$ cat src/rtl/gfx_fb_mem_arbiter.sv
// gfx_fb_mem_arbiter: shares one framebuffer memory command port between display reads and gfx writes,
// with display credit tracking, read/write turnaround bubbles and gfx starvation reporting.
module gfx_fb_mem_arbiter #(
   parameter int ADDR_WIDTH   = 10,
   parameter int DATA_WIDTH   = 16,
   parameter int FIFO_DEPTH   = 16,
   parameter int LOW_WATER    = 4,
   parameter int TURNAROUND   = 1,
   parameter int MAX_GFX_WAIT = 64
) (
   input  logic                  clk,
   input  logic                  reset,
   input  logic                  disp_valid,
   input  logic [ADDR_WIDTH-1:0] disp_addr,
   output logic                  disp_ready,
   input  logic                  disp_pop,
   output logic                  disp_rd_valid,
   output logic [DATA_WIDTH-1:0] disp_rd_data,
   input  logic                  gfx_valid,
   input  logic [ADDR_WIDTH-1:0] gfx_addr,
   input  logic [DATA_WIDTH-1:0] gfx_data,
   output logic                  gfx_ready,
   output logic                  mem_cmd_valid,
   input  logic                  mem_cmd_ready,
   output logic                  mem_cmd_we,
   output logic [ADDR_WIDTH-1:0] mem_cmd_addr,
   output logic [DATA_WIDTH-1:0] mem_cmd_wdata,
   input  logic                  mem_rd_valid,
   input  logic [DATA_WIDTH-1:0] mem_rd_data,
   output logic                  gfx_starve
);
   localparam int CW = $clog2(FIFO_DEPTH + 1);
   localparam int WW = $clog2(MAX_GFX_WAIT);
   localparam logic [CW-1:0] DEPTH = CW'(FIFO_DEPTH);
   localparam logic [CW-1:0] LW = CW'(LOW_WATER);
   localparam logic [WW-1:0] WMAX = WW'(MAX_GFX_WAIT - 1);
   localparam logic [1:0] TA_M1 = 2'(TURNAROUND > 0 ? TURNAROUND - 1 : 0);

   typedef enum logic {ARB, TURN} state_t;
   state_t state, state_n;

   logic [CW-1:0] credits, inflight;
   logic [WW-1:0] gfx_wait;
   logic [1:0]    tcnt;
   // Direction/grant encoding: 1 = gfx write, 0 = display read
   logic last_dir, last_grant, pend_dir, starved;
   logic disp_el, urgent, pick_disp, pick_gfx, sw, g_disp, g_gfx, rd_ok, pop_ok, blocked;

   // The cycle that detects a direction change is the first bubble cycle; TURN covers the rest
   // and then issues the committed direction without re-arbitrating.
   always_comb begin
      disp_el   = disp_valid && credits != '0;
      urgent    = (DEPTH - credits) < LW;
      pick_disp = disp_el && (urgent || !gfx_valid || last_grant);
      pick_gfx  = gfx_valid && !pick_disp;
      sw        = state == ARB && (pick_disp || pick_gfx) && pick_gfx != last_dir && TURNAROUND > 0;
      g_disp    = 1'b0;
      g_gfx     = 1'b0;
      state_n   = state;
      if (state == ARB) begin
         g_disp  = reset && pick_disp && !sw;
         g_gfx   = reset && pick_gfx && !sw;
         state_n = sw ? TURN : ARB;
      end else if (tcnt == '0) begin
         g_disp  = reset && !pend_dir && disp_el;
         g_gfx   = reset && pend_dir && gfx_valid;
         state_n = (!(g_disp || g_gfx) || mem_cmd_ready) ? ARB : TURN;
      end
   end

   assign mem_cmd_valid = g_disp || g_gfx;
   assign mem_cmd_we    = g_gfx;
   assign mem_cmd_addr  = g_gfx ? gfx_addr : g_disp ? disp_addr : '0;
   assign mem_cmd_wdata = g_gfx ? gfx_data : '0;
   assign disp_ready    = g_disp && mem_cmd_ready;
   assign gfx_ready     = g_gfx && mem_cmd_ready;
   assign rd_ok         = mem_rd_valid && inflight != '0;
   assign pop_ok        = disp_pop && credits != DEPTH;
   assign blocked       = gfx_valid && !gfx_ready;
   assign gfx_starve    = blocked && gfx_wait == WMAX && !starved;

   always_ff @(posedge clk or negedge reset)
      if (!reset) state <= ARB;
      else state <= state_n;

   always_ff @(posedge clk or negedge reset)
      if (!reset) begin
         credits       <= DEPTH;
         inflight      <= '0;
         last_dir      <= 1'b0;
         last_grant    <= 1'b1;
         pend_dir      <= 1'b0;
         tcnt          <= '0;
         gfx_wait      <= '0;
         starved       <= 1'b0;
         disp_rd_valid <= 1'b0;
         disp_rd_data  <= '0;
      end else begin
         credits       <= credits - CW'(disp_ready) + CW'(pop_ok);
         inflight      <= inflight + CW'(disp_ready) - CW'(rd_ok);
         disp_rd_valid <= rd_ok;
         disp_rd_data  <= rd_ok ? mem_rd_data : '0;
         if (sw) begin
            pend_dir <= pick_gfx;
            last_dir <= pick_gfx;
            tcnt     <= TA_M1;
         end else if (state == TURN && tcnt != '0) tcnt <= tcnt - 2'd1;
         if (mem_cmd_valid && mem_cmd_ready) begin
            last_dir   <= g_gfx;
            last_grant <= g_gfx;
         end
         gfx_wait <= !blocked ? '0 : gfx_wait == WMAX ? gfx_wait : gfx_wait + WW'(1);
         starved  <= blocked && (starved || gfx_starve);
      end
endmodule

$ cat config.mk
export PLATFORM = sky130hd
export DESIGN_NAME = gfx_fb_mem_arbiter
export DESIGN_NICKNAME = d
export VERILOG_FILES = /design/src/rtl/gfx_fb_mem_arbiter.sv
export SDC_FILE = /design/constraint.sdc
export NUM_CORES = 1
export LEC_CHECK = 0
export ABC_AREA = 1
export CORE_MARGIN = 2
export CORE_UTILIZATION = 41
export DETAILED_ROUTE_END_ITERATION = 8
export GPL_TIMING_DRIVEN = 0
export PLACE_DENSITY = 0.83
export SLEW_MARGIN = 0
export SYNTH_ARGS = -nofsm -noshare
export SYNTH_HDL_FRONTEND = slang
export SYNTH_SLANG_ARGS = --single-unit
export TNS_END_PERCENT = 10
$ cat constraint.sdc
create_clock -name clk -period 3.3 [get_ports clk]
set_input_delay 0.66 -clock clk [delete_from_list [all_inputs] [get_ports clk]]
set_output_delay 0.66 -clock clk [all_outputs]
set_load 0.05 [all_outputs]
==> results by group <==
Run status
  – Status: completed

Cells and area
  – Commonest non-fill, non-tap cell in the layout: clkdlybuf4s50_1
  – Area growth syn-to-layout: 56.4%
  – Leading cell types in the layout, fill and taps excluded: 73 x clkdlybuf4s50_1, 56 x inv_1, 55 x nand2_1
  – Final Util: 65.6%
  – Nets: 484
  – Layout cells sized above 1: 18.1%
  – Cell Count, Final, Fillers Out: 481
  – N_diodes: 0

CTS
  – Root Driver: clkbuf_8
  – H-tree Lvls: 2
  – Clk sinks: 40
  – CTS tree: done
  – Number of hold buffers added after cts: 0
  – Clock buffer depth: 2
  – CTS clock-pin slew for the worst setup and hold paths: 0.08 ns
  – Worst skew pair latency: 0.29 ns
  – Num CTS Buffers: 5

Power
  – Net switching fraction of the power: 48.5%
  – Peak VDD IR: 0.438 mV
  – Flop pwr share: 24.5%
  – Leakage: 1.90 nW
  – Clk pwr share: 14.2%
  – Combinational fraction of design power: 61.2%
  – PwrDens: 801 mW/mm²
  – Design Power: 0.00288 W
  – Internal power: 0.00148 W
  – Sw power: 0.00139 W

Global route
  – First-pass GRT wire length: 8990 µm
  – Grt ovf: 0
  – GRT Util Overall: 18.0%
  – Largest net degree at the start of global routing: 26
  – Initial antenna violation count: 0
  – Vias in the first global route: 2012

Detailed routing
  – Met2 wire length: 2860 µm
  – Total wire length: 5580 µm
  – Initial DRC Count: 124
  – Met3 routed WL: 457 µm
  – DR top layer: met4
  – First-pass DRT Iterations: 4
  – Number of remaining DRC errors: 0
  – M1 WL: 2210 µm
  – DR vias/cell: 4.49
  – Antenna-violating nets left: 0
  – WL per Instance: 11.6 µm
  – Vias: 2158

Die
  – Initial Util: 42.0%
  – Die Height: 78.8 µm
  – Die width: 78.8 µm
  – Core region area: 0.00547 mm²
  – Die Area: 0.00621 mm²
  – FP Rows: 27
  – Ports: 107

STA
  – Crit share post-route: 94.3%
  – Relative slew slack: 62.1%
  – Final Skew: 0.00662 ns
  – Slew @ Worst Pin: 0.569 ns
  – Slew Viols, Final: 0
  – Minimum clock period: 3.11 ns
  – Endpoints failing setup: 0
  – Final hold violations: 0
  – Fmax: 321 MHz

Place
  – Dpl hpwl: 4410 µm
  – DP Cell Count: 468
  – Port bufs: 106
  – GPL Wtd Cong: 0.820

Setup path
  – Most used cell, CP: nand2_1
  – Critical Path AT: 2.45 ns
  – CP max stage cell: dfrtp_1
  – CP Data Required Time: 2.64 ns
  – CP startpoint kind: flop
  – Largest stage delay on the critical path: 0.41 ns
  – Worst Setup End Kind: output port
  – Critical path's top delay family: simple AND/OR/NAND/NOR gates
  – Cell breakdown of the critical path: inv_2 > ha_1 > inv_1 > nor2_2 > ha_1 > nand3_2 > nand2_1 > nand2_1 > o2111ai_2 > nand2_2 > nand2_4 > inv_4 > buf_12 > nand2_1 > nand2_1 > buf_6
  – Reg2reg setup slack: 0.24 ns
  – Critical path class: reg2out
  – Buffers and inverters on the worst path: 5
  – CP max FO: 10

Logic synthesis
  – Syn. warnings: 0
  – Post-Synthesis Cells: 289
  – Syn Nets: 365
  – Post-synthesis register bit count: 40
  – Sequential area share after synthesis: 43.7%
  – Post-Syn Area: 0.00230 mm²
  – Area leader, netlist: dfrtp_1
  – Synthesized area per cell: 7.94 µm²
  – Netlist cell types: 30
  – Synth area leaders: dfrtp_1 41%, inv_1 9.5%, nand2_1 9.2%
  – Share of the synthesized area in the top cell type: 41.4%

Job
  – Max Cap Viol: 0

Min path
  – HP Class: in2async
routing by layer:
layer,up-vias,track usage [%]
li1,1116,-
met1,964,19.4
met4,0,4.66
met3,5,5.23
met2,73,34.4
met5,-,0
path summary, 6_finish.rpt:
kind | cells past startpoint | end | from
setup / recovery | 16 | mem_cmd_addr[7] | credits[3]$_DFF_PN0_
hold / removal | 1 | disp_rd_data[15]$_DFF_PN0_ | reset
setup reg to reg | 18 | credits[4]$_DFF_PN1_ | credits[2]$_DFF_PN0_
hold reg to reg | 1 | tcnt[0]$_DFFE_PN0P_ | tcnt[0]$_DFFE_PN0P_
max in group asynchronous | 2 | inflight[2]$_DFF_PN0_ | reset
min in group clk | 1 | tcnt[0]$_DFFE_PN0P_ | tcnt[0]$_DFFE_PN0P_
logic make-up after synthesis:
group / after synthesis / share of synthesized area [%]
buffers and inverters: 66 / 11.9
adders and majority gates: 17 / 9.92
DFF: 40 / 43.7
xor gates and xnor gates: 11 / 4.20
AOI/OAI and AO/OA: 19 / 4.85
and+or+nand+nor: 136 / 25.4
power by group through the flow:
stage	clock, W	sequential [W]	combinational [W]
floorplan	0	0.000766	0.00117
global placement	0	0.000708	0.00169
detailed placement	0	0.000714	0.00174
CTS	0.000420	0.000704	0.00166
global route	0.000447	0.000720	0.00193
finish	0.000410	0.000706	0.00176
state kept, by name, indices dropped and copies added, names as in the netlist:
name and flops:
tcnt 2, pend_dir 1, last_grant 1, gfx_wait 6, disp_rd_valid 1, last_dir 1
credits 5, state 1, disp_rd_data 16, inflight 5, starved 1
final cells by class:
type	count	area, µm²
clock buffers	5	68.8
multi-input cells	184	1040
repair buffers	111	1060
clock inverters	3	46.3
well taps	72	90.1
plain buffers	4	42.5
flip-flops and latches	40	1000
fillers	461	1880
inverters	62	235
per-stage QoR:
step / area, µm² / TNS (ns) / worst slack (ns) / hold WS [ns]
finish: 3590 / 0 / 0.188 / 0.352
global route: 3590 / -0.888 / -0.0546 / 0.374
CTS: 3500 / 0 / 0.00657 / 0.352
detailed placement: 3470 / -13.48 / -0.527 / 0.470
global placement: 3450 / -64.00 / -1.79 / 0.460
floorplan: 2300 / 0 / 0.286 / 0.364
cells in the mapped netlist:
master and number:
o2111ai_1 1, dfrtp_1 38, o21ai_0 3, nand2_2 6
a21oi_2 1, and2_1 1, inv_2 3, ha_1 15
nand4_1 3, inv_4 1, nand2_4 1, nand2_1 56
nor2_2 1, clkbuf_1 1, o211ai_1 1, dfstp_2 2
nand3_2 3, fa_1 2, buf_12 1, o22ai_1 1
o311ai_0 1, a31oi_1 1, nand3b_1 1, xnor2_1 2
nor2_1 52, nand3_1 12, buf_4 2, inv_1 58
xor2_1 9, a21oi_1 10
timing repair:
| action | CTS | global route |
|---|---|---|
| resized for setup | 133 | 58 |
| setup endpoints to repair | 31 | 32 |
| setup buffers | 0 | 4 |
| pin swaps | 0 | 1 |
| gates cloned | 0 | 1 |
(Power assumes the default switching activity.)
